===== src/rtl/layer_compositor_pkg.sv =====
// Shared types and constants for the layer compositor: fade states, colour type,
// default transparent key and full-brightness level.
package compositor_pkg;

  typedef enum logic [1:0] {
    IDLE     = 2'd0,
    FADE_OUT = 2'd1,
    BLACK    = 2'd2,
    FADE_IN  = 2'd3
  } fade_state_t;

  typedef logic [23:0] rgb_t;

  localparam rgb_t       KEY_DEFAULT = 24'hF442EE;
  localparam logic [4:0] LEVEL_MAX   = 5'd16;

endpackage


===== src/rtl/layer_compositor_if.sv =====
// Pixel/layer bus between the video timing/palette side and the compositor.
interface layer_compositor_if
  import compositor_pkg::*;
#(
  parameter int NUM_LAYERS = 8
);
  logic                       pix_valid;
  logic                       frame_start;
  logic [NUM_LAYERS-1:0]      layer_hit;
  logic [NUM_LAYERS*24-1:0]   layer_color;
  rgb_t                       bg_color;
  logic                       fade_req;
  logic [7:0]                 VGA_R;
  logic [7:0]                 VGA_G;
  logic [7:0]                 VGA_B;
  logic                       fade_busy;
  logic                       fade_black;

  modport master (
    output pix_valid, frame_start, layer_hit, layer_color, bg_color, fade_req,
    input  VGA_R, VGA_G, VGA_B, fade_busy, fade_black
  );

  modport slave (
    input  pix_valid, frame_start, layer_hit, layer_color, bg_color, fade_req,
    output VGA_R, VGA_G, VGA_B, fade_busy, fade_black
  );
endinterface


===== src/rtl/layer_compositor_color_scaler.sv =====
// One colour channel brightness scaler: (c * level) >> 4 with level 0..16.
module color_scaler (
  input  logic [7:0] i_c,
  input  logic [4:0] i_level,
  output logic [7:0] o_c
);
  logic [12:0] w_prod;

  assign w_prod = 13'(i_c) * 13'(i_level);
  assign o_c    = 8'(w_prod >> 4);
endmodule


===== src/rtl/layer_compositor.sv =====
// Priority sprite-layer compositor with colour-key transparency and an optional
// frame-synchronous fade-out/fade-in, enabled by defining COMPOSITOR_FADE_EN.
module layer_compositor
  import compositor_pkg::*;
#(
  parameter int   NUM_LAYERS  = 8,
  parameter int   LAT         = 2,
  parameter rgb_t KEY         = KEY_DEFAULT,
  parameter int   STEP        = 2,
  parameter int   HOLD_FRAMES = 4
)(
  input  logic         Clk,
  input  logic         Reset,
  layer_compositor_if.slave bus
);

  logic                  r_valid_pipe [LAT];
  logic [NUM_LAYERS-1:0] r_hit_pipe   [LAT];
  logic                  w_valid_d;
  logic [NUM_LAYERS-1:0] w_hit_d;
  rgb_t                  w_sel;
  rgb_t                  w_scaled;
  rgb_t                  r_pix;

  // Hit/valid pipeline lines them up with the palette outputs
  always_ff @(posedge Clk) begin
    if (Reset) begin
      for (int i = 0; i < LAT; i++) begin
        r_valid_pipe[i] <= 1'b0;
        r_hit_pipe[i]   <= '0;
      end
    end else begin
      r_valid_pipe[0] <= bus.pix_valid;
      r_hit_pipe[0]   <= bus.layer_hit;
      for (int i = 1; i < LAT; i++) begin
        r_valid_pipe[i] <= r_valid_pipe[i-1];
        r_hit_pipe[i]   <= r_hit_pipe[i-1];
      end
    end
  end

  assign w_valid_d = r_valid_pipe[LAT-1];
  assign w_hit_d   = r_hit_pipe[LAT-1];

  // Walk from lowest priority upward so layer 0 overrides everything else
  always_comb begin
    w_sel = bus.bg_color;
    for (int i = NUM_LAYERS - 1; i >= 0; i--) begin
      w_sel = (w_hit_d[i] && (bus.layer_color[24*i +: 24] != KEY))
              ? bus.layer_color[24*i +: 24] : w_sel;
    end
  end

`ifdef COMPOSITOR_FADE_EN
  localparam logic [4:0] STEP_L    = 5'(STEP);
  localparam logic [7:0] HOLD_LAST = 8'(HOLD_FRAMES - 1);

  fade_state_t r_state, w_state_nxt;
  logic [4:0]  r_level, w_level_nxt, w_level_dec;
  logic [5:0]  w_level_inc;
  logic [7:0]  r_hold, w_hold_nxt;
  logic        r_fade_busy, r_fade_black, w_black_pulse;

  assign w_level_dec = (r_level > STEP_L) ? (r_level - STEP_L) : 5'd0;
  assign w_level_inc = ({1'b0, r_level} + {1'b0, STEP_L} > {1'b0, LEVEL_MAX})
                       ? {1'b0, LEVEL_MAX} : ({1'b0, r_level} + {1'b0, STEP_L});

  // Level moves only on frame_start so brightness never changes mid-frame
  always_comb begin
    w_state_nxt   = r_state;
    w_level_nxt   = r_level;
    w_hold_nxt    = r_hold;
    w_black_pulse = 1'b0;
    case (r_state)
      IDLE: begin
        if (bus.fade_req) w_state_nxt = FADE_OUT;
        else              w_state_nxt = IDLE;
      end
      FADE_OUT: begin
        if (bus.frame_start) begin
          w_level_nxt = w_level_dec;
          if (w_level_dec == 5'd0) begin
            w_state_nxt   = BLACK;
            w_black_pulse = 1'b1;
            w_hold_nxt    = 8'd0;
          end else begin
            w_state_nxt = FADE_OUT;
          end
        end else begin
          w_state_nxt = FADE_OUT;
        end
      end
      BLACK: begin
        if (bus.frame_start) begin
          if (r_hold == HOLD_LAST) begin
            w_state_nxt = FADE_IN;
            w_hold_nxt  = 8'd0;
          end else begin
            w_hold_nxt  = r_hold + 8'd1;
          end
        end else begin
          w_hold_nxt = r_hold;
        end
      end
      FADE_IN: begin
        if (bus.frame_start) begin
          w_level_nxt = w_level_inc[4:0];
          if (w_level_inc == {1'b0, LEVEL_MAX}) w_state_nxt = IDLE;
          else                                  w_state_nxt = FADE_IN;
        end else begin
          w_state_nxt = FADE_IN;
        end
      end
      default: begin
        w_state_nxt = IDLE;
        w_level_nxt = LEVEL_MAX;
        w_hold_nxt  = 8'd0;
      end
    endcase
  end

  // Fade state, level and status flags
  always_ff @(posedge Clk) begin
    if (Reset) begin
      r_state      <= IDLE;
      r_level      <= LEVEL_MAX;
      r_hold       <= 8'd0;
      r_fade_busy  <= 1'b0;
      r_fade_black <= 1'b0;
    end else begin
      r_state      <= w_state_nxt;
      r_level      <= w_level_nxt;
      r_hold       <= w_hold_nxt;
      r_fade_busy  <= (w_state_nxt != IDLE);
      r_fade_black <= w_black_pulse;
    end
  end

  color_scaler u_scale_r (.i_c(w_sel[23:16]), .i_level(r_level), .o_c(w_scaled[23:16]));
  color_scaler u_scale_g (.i_c(w_sel[15:8]),  .i_level(r_level), .o_c(w_scaled[15:8]));
  color_scaler u_scale_b (.i_c(w_sel[7:0]),   .i_level(r_level), .o_c(w_scaled[7:0]));

  assign bus.fade_busy  = r_fade_busy;
  assign bus.fade_black = r_fade_black;
`else
  logic w_unused_bits;

  assign w_unused_bits  = ^{bus.fade_req, bus.frame_start, 8'(STEP), 8'(HOLD_FRAMES)};
  assign w_scaled       = w_sel;
  assign bus.fade_busy  = 1'b0;
  assign bus.fade_black = 1'b0;
`endif

  // Output register; blanking forces black outside the visible area
  always_ff @(posedge Clk) begin
    if (Reset)           r_pix <= 24'h000000;
    else if (!w_valid_d) r_pix <= 24'h000000;
    else                 r_pix <= w_scaled;
  end

  assign bus.VGA_R = r_pix[23:16];
  assign bus.VGA_G = r_pix[15:8];
  assign bus.VGA_B = r_pix[7:0];

endmodule

===== src/flat_wrapper.sv =====
// flat-port wrapper written by rule: the top's interface ports become plain ports
module layer_compositor_flat import compositor_pkg::*;
#(
  parameter int   NUM_LAYERS  = 8,
  parameter int   LAT         = 2,
  parameter rgb_t KEY         = KEY_DEFAULT,
  parameter int   STEP        = 2,
  parameter int   HOLD_FRAMES = 4
)
  (Clk, Reset, bus_pix_valid, bus_frame_start, bus_layer_hit, bus_layer_color, bus_bg_color, bus_fade_req, bus_VGA_R, bus_VGA_G, bus_VGA_B, bus_fade_busy, bus_fade_black);
  layer_compositor_if #(.NUM_LAYERS(NUM_LAYERS)) bus_i ();
  input  logic Clk;
  input  logic Reset;
  input wire logic [$bits(bus_i.pix_valid)-1:0] bus_pix_valid;
  input wire logic [$bits(bus_i.frame_start)-1:0] bus_frame_start;
  input wire logic [$bits(bus_i.layer_hit)-1:0] bus_layer_hit;
  input wire logic [$bits(bus_i.layer_color)-1:0] bus_layer_color;
  input wire logic [$bits(bus_i.bg_color)-1:0] bus_bg_color;
  input wire logic [$bits(bus_i.fade_req)-1:0] bus_fade_req;
  output wire logic [$bits(bus_i.VGA_R)-1:0] bus_VGA_R;
  output wire logic [$bits(bus_i.VGA_G)-1:0] bus_VGA_G;
  output wire logic [$bits(bus_i.VGA_B)-1:0] bus_VGA_B;
  output wire logic [$bits(bus_i.fade_busy)-1:0] bus_fade_busy;
  output wire logic [$bits(bus_i.fade_black)-1:0] bus_fade_black;
  assign bus_i.pix_valid = bus_pix_valid;
  assign bus_i.frame_start = bus_frame_start;
  assign bus_i.layer_hit = bus_layer_hit;
  assign bus_i.layer_color = bus_layer_color;
  assign bus_i.bg_color = bus_bg_color;
  assign bus_i.fade_req = bus_fade_req;
  assign bus_VGA_R = bus_i.VGA_R;
  assign bus_VGA_G = bus_i.VGA_G;
  assign bus_VGA_B = bus_i.VGA_B;
  assign bus_fade_busy = bus_i.fade_busy;
  assign bus_fade_black = bus_i.fade_black;
  layer_compositor #(.NUM_LAYERS(NUM_LAYERS), .LAT(LAT), .KEY(KEY), .STEP(STEP), .HOLD_FRAMES(HOLD_FRAMES)) u_core (.Clk(Clk), .Reset(Reset), .bus(bus_i));
endmodule

===== config.mk =====
export PLATFORM = sky130hd
export DESIGN_NAME = layer_compositor_flat
export DESIGN_NICKNAME = d
export VERILOG_FILES = /design/src/rtl/layer_compositor_pkg.sv /design/src/rtl/layer_compositor_if.sv /design/src/rtl/layer_compositor_color_scaler.sv /design/src/rtl/layer_compositor.sv /design/src/flat_wrapper.sv
export SDC_FILE = /design/constraint.sdc
export NUM_CORES = 1
export LEC_CHECK = 0
export CAP_MARGIN = 25
export CORE_UTILIZATION = 35
export DETAILED_ROUTE_END_ITERATION = 16
export PLACE_DENSITY = 0.91
export SLEW_MARGIN = 15
export SYNTH_ARGS = -nofsm -noshare
export SYNTH_HDL_FRONTEND = slang
export SYNTH_HIERARCHICAL = 1
export SYNTH_SLANG_ARGS = --single-unit

===== constraint.sdc =====
create_clock -name Clk -period 3.6 [get_ports Clk]
set_clock_uncertainty 0.1 [all_clocks]
set_input_delay 0.72 -clock Clk [delete_from_list [all_inputs] [get_ports Clk]]
set_output_delay 0.72 -clock Clk [all_outputs]
set_load 0.005 [all_outputs]

# After elaboration in Yosys (flattened, before gate mapping)
# Memories as Yosys holds them, arrays and structs flattened.
# Index checks and enable logic that the tools add are counted.
[totals] word_cells=40 memories=2 ff_bits=24 output_inout_bits=26 in_bits=229 ramBits=18
[memory_table] name="u_core.r_hit_pipe" depth=2 word_bits=8 rd=2 rd_clocked_by_memory_dff=0 wr=2 line_no="layer_compositor.sv:18" text="logic [NUM_LAYERS-1:0] r_hit_pipe [LAT];"
[memory_table] name="u_core.r_valid_pipe" depth=2 word_bits=1 rd=2 rd_clocked_by_memory_dff=0 wr=2 line_no="layer_compositor.sv:17" text="logic r_valid_pipe [LAT];"
[classes] reduce_logical=9 n_mux=15 n_eq_ne=8 bitwise_logic=5
[ops] op="$mux W24" count=8
[ops] op="$ne A24 B24 Y1 const B" count=8
[ops] op="$mux W8" count=2
[ops] op="$logic_and A1 B1 Y1" count=8
[ops] op="$mux W1" count=5
[ops] op="$or A1 B1 Y1" count=4
[ops] op="$reduce_or A2 Y1" count=1
[ops] op="$not A1 Y1" count=1

# Depth between registers and ports, before layout
# Gate-level depths: netlist of run 1.
[logic_depth] word_depth=10 mapped_depth=9

# Worst setup path after synthesis of run 1
# OpenSTA, ideal clock, no wires.
[synth_timing] kind="input-to-reg" from="input bus_layer_color[184]" to="register u_core.r_pix[9]" arrival_ns=2.542 path_stages=8 n_path_buf=1 path_slack_ns=0.829 required_ns=3.371 setup_ns=0.129 cell_sequence="nor4b_2 nand4_1 o41ai_4 buf_2 mux2i_1 a21oi_1 a2111oi_0 nor2_1"
[synth_between] elab_chain_len=10
[synth_lines] element="from (decl)" line_no="flat_wrapper.sv:17" text="input wire logic [$bits(bus_i.layer_color)-1:0] bus_layer_color;"
[synth_lines] element="$ne A24 B24 Y1" line_no="layer_compositor.sv:49" text="w_sel = (w_hit_d[i] && (bus.layer_color[24*i +: 24] != KEY))"
[synth_lines] element="$logic_and A1 B1 Y1" line_no="layer_compositor.sv:49"
[synth_lines] element="$mux W24 (8 in a row)" line_no="layer_compositor.sv:50" text="? bus.layer_color[24*i +: 24] : w_sel;"
[synth_lines] element="to (signal assigned)" line_no="layer_compositor.sv:158" text="else r_pix <= w_scaled;"
[synth_lines] element="to (decl)" line_no="layer_compositor.sv:23" text="rgb_t r_pix;"
# Every way passes these cells.
# A chain may end at the register's enable or synchronous reset.

# Final worst setup path of run 1
[layout_timing] from="input bus_layer_color[157]" to="register u_core.r_pix[13]"
[layout_between] elab_chain_len=9
[layout_lines] element="$ne A24 B24 Y1" line_no="layer_compositor.sv:49"
[layout_lines] element="$logic_and A1 B1 Y1" line_no="layer_compositor.sv:49"
[layout_lines] element="$mux W24 (*) (7 in a row)" line_no="layer_compositor.sv:50"
# Every way passes the cells marked *; elsewhere a longest branch is shown, timed or not.

==> flow_metrics.py, run 1 <==
metrics = {
    "timing": {
        "rsz0062_at_grt": "false",
        "min_period_ps": 3299,
        "maxSlewHeadroom_pct": 58.89,
        "setup_viol": 0,
        "period_share_pct": 91.64,
        "worstMarginPinSlew_ps": 616.7,
        "setup_ws_ps": 300.9,
        "max_freq_mhz": 303.1,
        "setup_tns_ps": 0,
        "drv_slew": 0,
        "hold_viol": 0,
    },
    "clock_network": {
        "htreeDepth": 2,
        "root_buffer": "clkbuf_8",
        "cts_tree": "built",
        "postCtsHoldBufs": 0,
        "numCtsBuffers": 5,
        "cts.sinks": 42,
        "post_cts.repair.setup_buffers": 0,
        "clkLatencyLatePin_ps": 300,
        "cts_resized": 0,
        "cts_buffer_depth": 2,
        "clkTransAtPathRegs_ps": 90,
    },
    "yosys": {
        "syn_area_mm2": 0.003453,
        "synth-warning-count": 6,
        "syn_inst": 440,
        "synthFlopType": "dfxtp_1",
        "ys_seq_elements": 42,
        "synth-edff-count": 0,
        "ys_types": 51,
        "synth-async-reset-ratio_pct": 0,
        "syn_avg_cell_area_um2": 7.848,
        "ys_seq_area_share_pct": 24.35,
    },
    "outcome": {
        "status": "finished clean",
    },
    "global_route": {
        "grt_max_degree": 40,
        "antenna_found_initial": 0,
        "grt_pass1_vias": 4927,
        "gr-total-overflow": 0,
        "grt_pass1_wl_um": 24500,
        "grt.total_usage_pct": 31.26,
    },
    "detailed_routing": {
        "dr_total_vias": 4948,
        "drt-total-wl_um": 16780,
        "drc_errors": 0,
        "drt-wirelength-per-cell_um": 20.54,
        "first_pass_iters": 5,
        "drtIter0Drc": 419,
        "vias_per_cell": 6.056,
        "antenna_left": 0,
    },
    "finish": {
        "drive_gt1_share_pct": 5.523,
        "area_growth_syn_to_layout_pct": 81.38,
        "fin_cells": 817,
        "nets": 916,
        "antenna_cells": 0,
    },
    "critical_path": {
        "startpoint_type": "primary input",
        "worstPathArrival_ps": 3370,
        "path_class": "in2reg",
        "cp.required_ps": 3670,
        "cp-end-kind": "flip-flop",
        "path_cells": "clkdlybuf4s50_1 -> nor4b_1 -> nand4_1 -> o41a_1 -> a221oi_1 -> nor2_1 -> a221oi_1 -> nor4b_1",
        "cpPeakStageDelay_ps": 600,
        "critPathSlowestCell": "o41a_1",
        "path_max_fanout": 6,
        "cp_top_family": "compound AO/OA/AOI/OAI gates",
        "crit_buf_inv": 1,
    },
    "pwr": {
        "max-vdd-ir-drop_uv": 174.2,
        "power_mw": 1.365,
        "powerDensity_mw_per_mm2": 217.9,
        "cellLeakagePower_nw": 2.289,
    },
    "floorplan": {
        "rows": 35,
        "die_w_um": 101.3,
        "die_area_mm2": 0.01027,
        "coreArea_mm2": 0.009415,
        "ioPinCount": 255,
        "die-height_um": 101.3,
        "start_util_pct": 36.68,
    },
    "hold_path": {
        "hold_class": "reg2reg",
    },
    "place": {
        "io_buffers": 250,
        "pre_cts_ws_ps": 69.04,
        "gp_congestion": 0.9462,
        "dp_hpwl_um": 13990,
        "place_inst": 809,
    },
    "job": {
        "max_cap_viol_count": 0,
    },
}
-- path summary, 6_finish.rpt --
| check | from | endpoint | slack, ps | cells past startpoint |
|---|---|---|---|---|
| worst max register to register | u_core/r_hit_pipe[0][15] | u_core/r_pix[13] | 1360 | 6 |
| worst max-delay path | bus_layer_color[157] | u_core/r_pix[13] | 300 | 8 |
| worst min-delay path | u_core/r_hit_pipe[0][4] | u_core/r_hit_pipe[0][12] | 340 | 1 |
| worst min register to register | u_core/r_hit_pipe[0][4] | u_core/r_hit_pipe[0][12] | 340 | 1 |
-- cell type report --
type | instances | area [µm²]
Clock buffer | 5 | 68.82
Clock inverter | 3 | 25.02
Fill cell | 773 | 3152
Inverter | 4 | 15.01
Multi-Input combinational cell | 362 | 2460
Sequential cell | 42 | 840.8
Tap cell | 129 | 161.4
Timing Repair Buffer | 272 | 2693
-- synthesized netlist by cell type, types with 4 or more instances --
master | n | area, µm²
nor2_1 | 50 | 187.7
dfxtp_1 | 42 | 840.8
a21oi_1 | 27 | 135.1
nand2_1 | 23 | 86.33
nor2b_1 | 21 | 131.4
a221oi_1 | 19 | 166.4
clkbuf_1 | 19 | 71.32
mux2i_1 | 16 | 160.2
nand4_1 | 16 | 100.1
o21ai_0 | 16 | 80.08
a31oi_1 | 15 | 93.84
nor4b_1 | 14 | 122.6
a22oi_1 | 13 | 97.59
nand3_1 | 13 | 65.06
nor4bb_1 | 12 | 120.1
nor3b_1 | 11 | 82.58
buf_2 | 8 | 40.04
nand4b_1 | 8 | 70.07
o21ai_1 | 8 | 40.04
o221ai_1 | 8 | 70.07
a221o_1 | 7 | 70.07
and4b_1 | 6 | 60.06
o22ai_1 | 6 | 37.54
a211oi_1 | 5 | 37.54
a22o_1 | 5 | 43.79
and3_1 | 5 | 31.28
inv_1 | 4 | 15.01
nor4b_2 | 4 | 60.06
o31ai_1 | 4 | 30.03
o41a_1 | 4 | 45.04
-- stage by stage --
| stage | hold slack (ps) | util (%) | area [µm²] |
|---|---|---|---|
| 6_report | 342.8 | 66.52 | 6264 |
| 5_1_grt | 358.8 | 66.52 | 6264 |
| 4_1_cts | 342.8 | 66.52 | 6264 |
| 3_5_place_dp | 321.8 | 65.53 | 6170 |
| 3_3_place_gp | 318.3 | 65.53 | 6170 |
| 2_1_floorplan | 313.8 | - | 3457 |
-- sequential cells by signal (all words and copies together), names as in the netlist --
name,flops
u_core/r_hit_pipe,16
u_core/r_pix,24
u_core/r_valid_pipe,2
-- routing by layer --
metal,wire (µm),GRT usage [%],vias to the layer above
met1,5987,34.97,2284
met3,1750,5.314,53
met5,0,0,-
met2,8334,57.46,355
li1,-,-,2256
met4,707,14.72,0
-- logic make-up after synthesis --
group	count (synthesis)	share of synthesized area (%)
and+or+nand+nor	193	34.28
AOI/OAI and AO/OA	151	31.78
DFF	42	24.35
buffers and inverters	37	4.855
muxes	16	4.638
other	1	0.1086
-- cells in the final DEF (no fill, tap or decap), types with 5 or more instances in the layout --
master,instances
a211oi_1,5
a21oi_1,27
a221o_1,7
a221oi_1,19
a22o_1,5
a22oi_1,13
a31oi_1,15
and3_1,5
and4b_1,6
buf_4,20
clkbuf_8,5
clkdlybuf4s50_1,250
dfxtp_1,42
mux2i_1,16
nand2_1,23
nand3_1,13
nand4_1,16
nand4b_1,8
nor2_1,50
nor2b_1,21
nor3b_1,11
nor4b_1,14
nor4bb_1,12
o21ai_0,15
o21ai_1,9
o221ai_1,8
o22ai_1,6
-- power by group --
part           total (mW)  internal [mW]  switching, mW
logic               0.550          0.335          0.214
registers           0.490          0.480        0.00935
clock network       0.326          0.140          0.185
Power figures use the tool's default switching activity.
==> run 2: changes to the inputs <==
--- a/config.mk
+++ b/config.mk
@@ -6,6 +6,7 @@
 export NUM_CORES = 1
 export LEC_CHECK = 0
 export CAP_MARGIN = 25
+export CORE_MARGIN = 1.5
 export CORE_UTILIZATION = 35
 export DETAILED_ROUTE_END_ITERATION = 16
 export PLACE_DENSITY = 0.91
==> run 2 against run 1 <==
Against the previous run:
- wire length down 0.32%
- critical path depth shrank 1
- die area grew 2.0%
- fmax down 1.2%
- critical path type unchanged
- sequential power about the same
- setup slack lost 40 ps
- largest cell class unchanged
- first-iteration DRC count is 25% lower
==> flow_metrics.py, run 2 (synthesis gave the netlist of run 1 again) <==
metrics = {
    "timing": {
        "hold_viol": 0,
        "rsz0062_at_grt": "false",
        "period_share_pct": 92.76,
        "setup_ws_ps": 260.6,
        "min_period_ps": 3339,
        "setup_viol": 0,
        "setup_tns_ps": 0,
        "max_freq_mhz": 299.5,
        "maxSlewHeadroom_pct": 56.58,
        "drv_slew": 0,
        "worstMarginPinSlew_ps": 651.3,
    },
    "critical_path": {
        "critPathSlowestCell": "o41a_1",
        "cpPeakStageDelay_ps": 630,
        "startpoint_type": "primary input",
        "path_cells": "clkdlybuf4s50_1 -> nor4b_1 -> nand4_1 -> o41a_1 -> nor2_2 -> a221oi_1 -> nor4b_1",
        "worstPathArrival_ps": 3390,
        "cp_common_cell": "nor4b_1",
        "path_max_fanout": 11,
        "cp-end-kind": "flip-flop",
        "r2r_start": "u_core/r_hit_pipe[0][15]",
        "worstSetupStartpoint": "bus_layer_color[111]",
        "cp.required_ps": 3650,
        "path_class": "in2reg",
    },
    "detailed_routing": {
        "antenna_left": 0,
        "dr_total_vias": 4886,
        "vias_per_cell": 5.951,
        "drt-total-wl_um": 16730,
        "drtIter0Drc": 316,
        "drc_errors": 0,
        "first_pass_iters": 7,
        "drt-wirelength-per-cell_um": 20.37,
    },
    "clock_network": {
        "post_cts.repair.setup_buffers": 0,
        "root_buffer": "clkbuf_8",
        "postCtsHoldBufs": 0,
        "cts_tree": "built",
        "numCtsBuffers": 5,
        "cts.sinks": 42,
        "htreeDepth": 2,
        "cts_resized": 0,
        "clkTransAtPathRegs_ps": 80,
        "cts_buffer_depth": 2,
        "clkLatencyLatePin_ps": 290,
    },
    "place": {
        "io_buffers": 250,
        "gp_congestion": 0.9695,
        "dp_hpwl_um": 14050,
        "place_inst": 813,
        "pre_cts_ws_ps": 22.17,
    },
    "finish": {
        "final_cell_mix": "clkdlybuf4s50_1 (250), nor2_1 (50), dfxtp_1 (42)",
        "drive_gt1_share_pct": 5.378,
        "final_common_cell": "clkdlybuf4s50_1",
        "largest_reg_flops": 24,
        "reg_top3": "u_core/r_pix x24, u_core/r_hit_pipe x16, u_core/r_valid_pipe x2",
        "nets": 916,
        "antenna_cells": 0,
        "final_util_pct": 64.78,
        "fin_cells": 821,
        "largest-register": "u_core/r_pix",
        "area_growth_syn_to_layout_pct": 81.67,
    },
    "floorplan": {
        "die-height_um": 102.3,
        "coreArea_mm2": 0.009684,
        "ioPinCount": 255,
        "die_w_um": 102.3,
        "start_util_pct": 35.66,
        "rows": 36,
        "die_area_mm2": 0.01047,
    },
    "global_route": {
        "grt_pass1_vias": 4868,
        "grt.total_usage_pct": 29.88,
        "antenna_found_initial": 0,
        "grt_pass1_wl_um": 23990,
        "gr-total-overflow": 0,
        "grt_max_degree": 40,
    },
    "job": {
        "max_cap_viol_count": 0,
    },
    "pwr": {
        "max-vdd-ir-drop_uv": 159.8,
        "cellLeakagePower_nw": 2.292,
        "powerDensity_mw_per_mm2": 213.2,
    },
    "hold_path": {
        "worstHoldStart": "u_core/r_hit_pipe[0][7]",
        "hold_class": "reg2reg",
    },
    "outcome": {
        "status": "finished clean",
    },
}
[run 2: worst paths after layout]
kind | cells after the start | slack, ps | to
max | 7 | 260 | u_core/r_pix[14]
min | 1 | 340 | u_core/r_hit_pipe[0][15]
max reg2reg | 6 | 1420 | u_core/r_pix[13]
min reg2reg | 1 | 340 | u_core/r_hit_pipe[0][15]
[run 2: layout make-up]
| type | instances | area [µm²] |
|---|---|---|
| Fill cell | 811 | 3411 |
| Timing Repair Buffer | 272 | 2705 |
| Multi-Input combinational cell | 362 | 2460 |
| Sequential cell | 42 | 840.8 |
| Tap cell | 133 | 166.4 |
| Clock buffer | 6 | 72.57 |
| Inverter | 4 | 15.01 |
| Clock inverter | 2 | 13.76 |
[run 2: critical path, delay by kind of cell]
family                 cells  cell delay, ps
AOI/OAI and AO/OA          2             820
buffers and inverters      1             440
and+or+nand+nor            4            1400
[run 2: routing by layer]
layer	share of wire, %	GRT usage, %
met1	37	33.73
met4	4.3	13.91
met2	50	54.87
met5	0	0
met3	8.6	4.583
[run 2: per-stage QoR]
stage               hold slack (ps)  instance area [µm²]  power, mW
floorplan                     313.8                 3457     0.6760
finish                        341.0                 6274      1.337
global route                  364.3                 6274      1.390
global placement              315.9                 6187      1.031
detailed placement            321.2                 6187      1.040
CTS                           340.9                 6274      1.335
[run 2: power by group]
group,switching [mW],internal [mW]
sequential,0.00906,0.480
combinational,0.215,0.336
clock,0.160,0.137
total,0.384,0.953
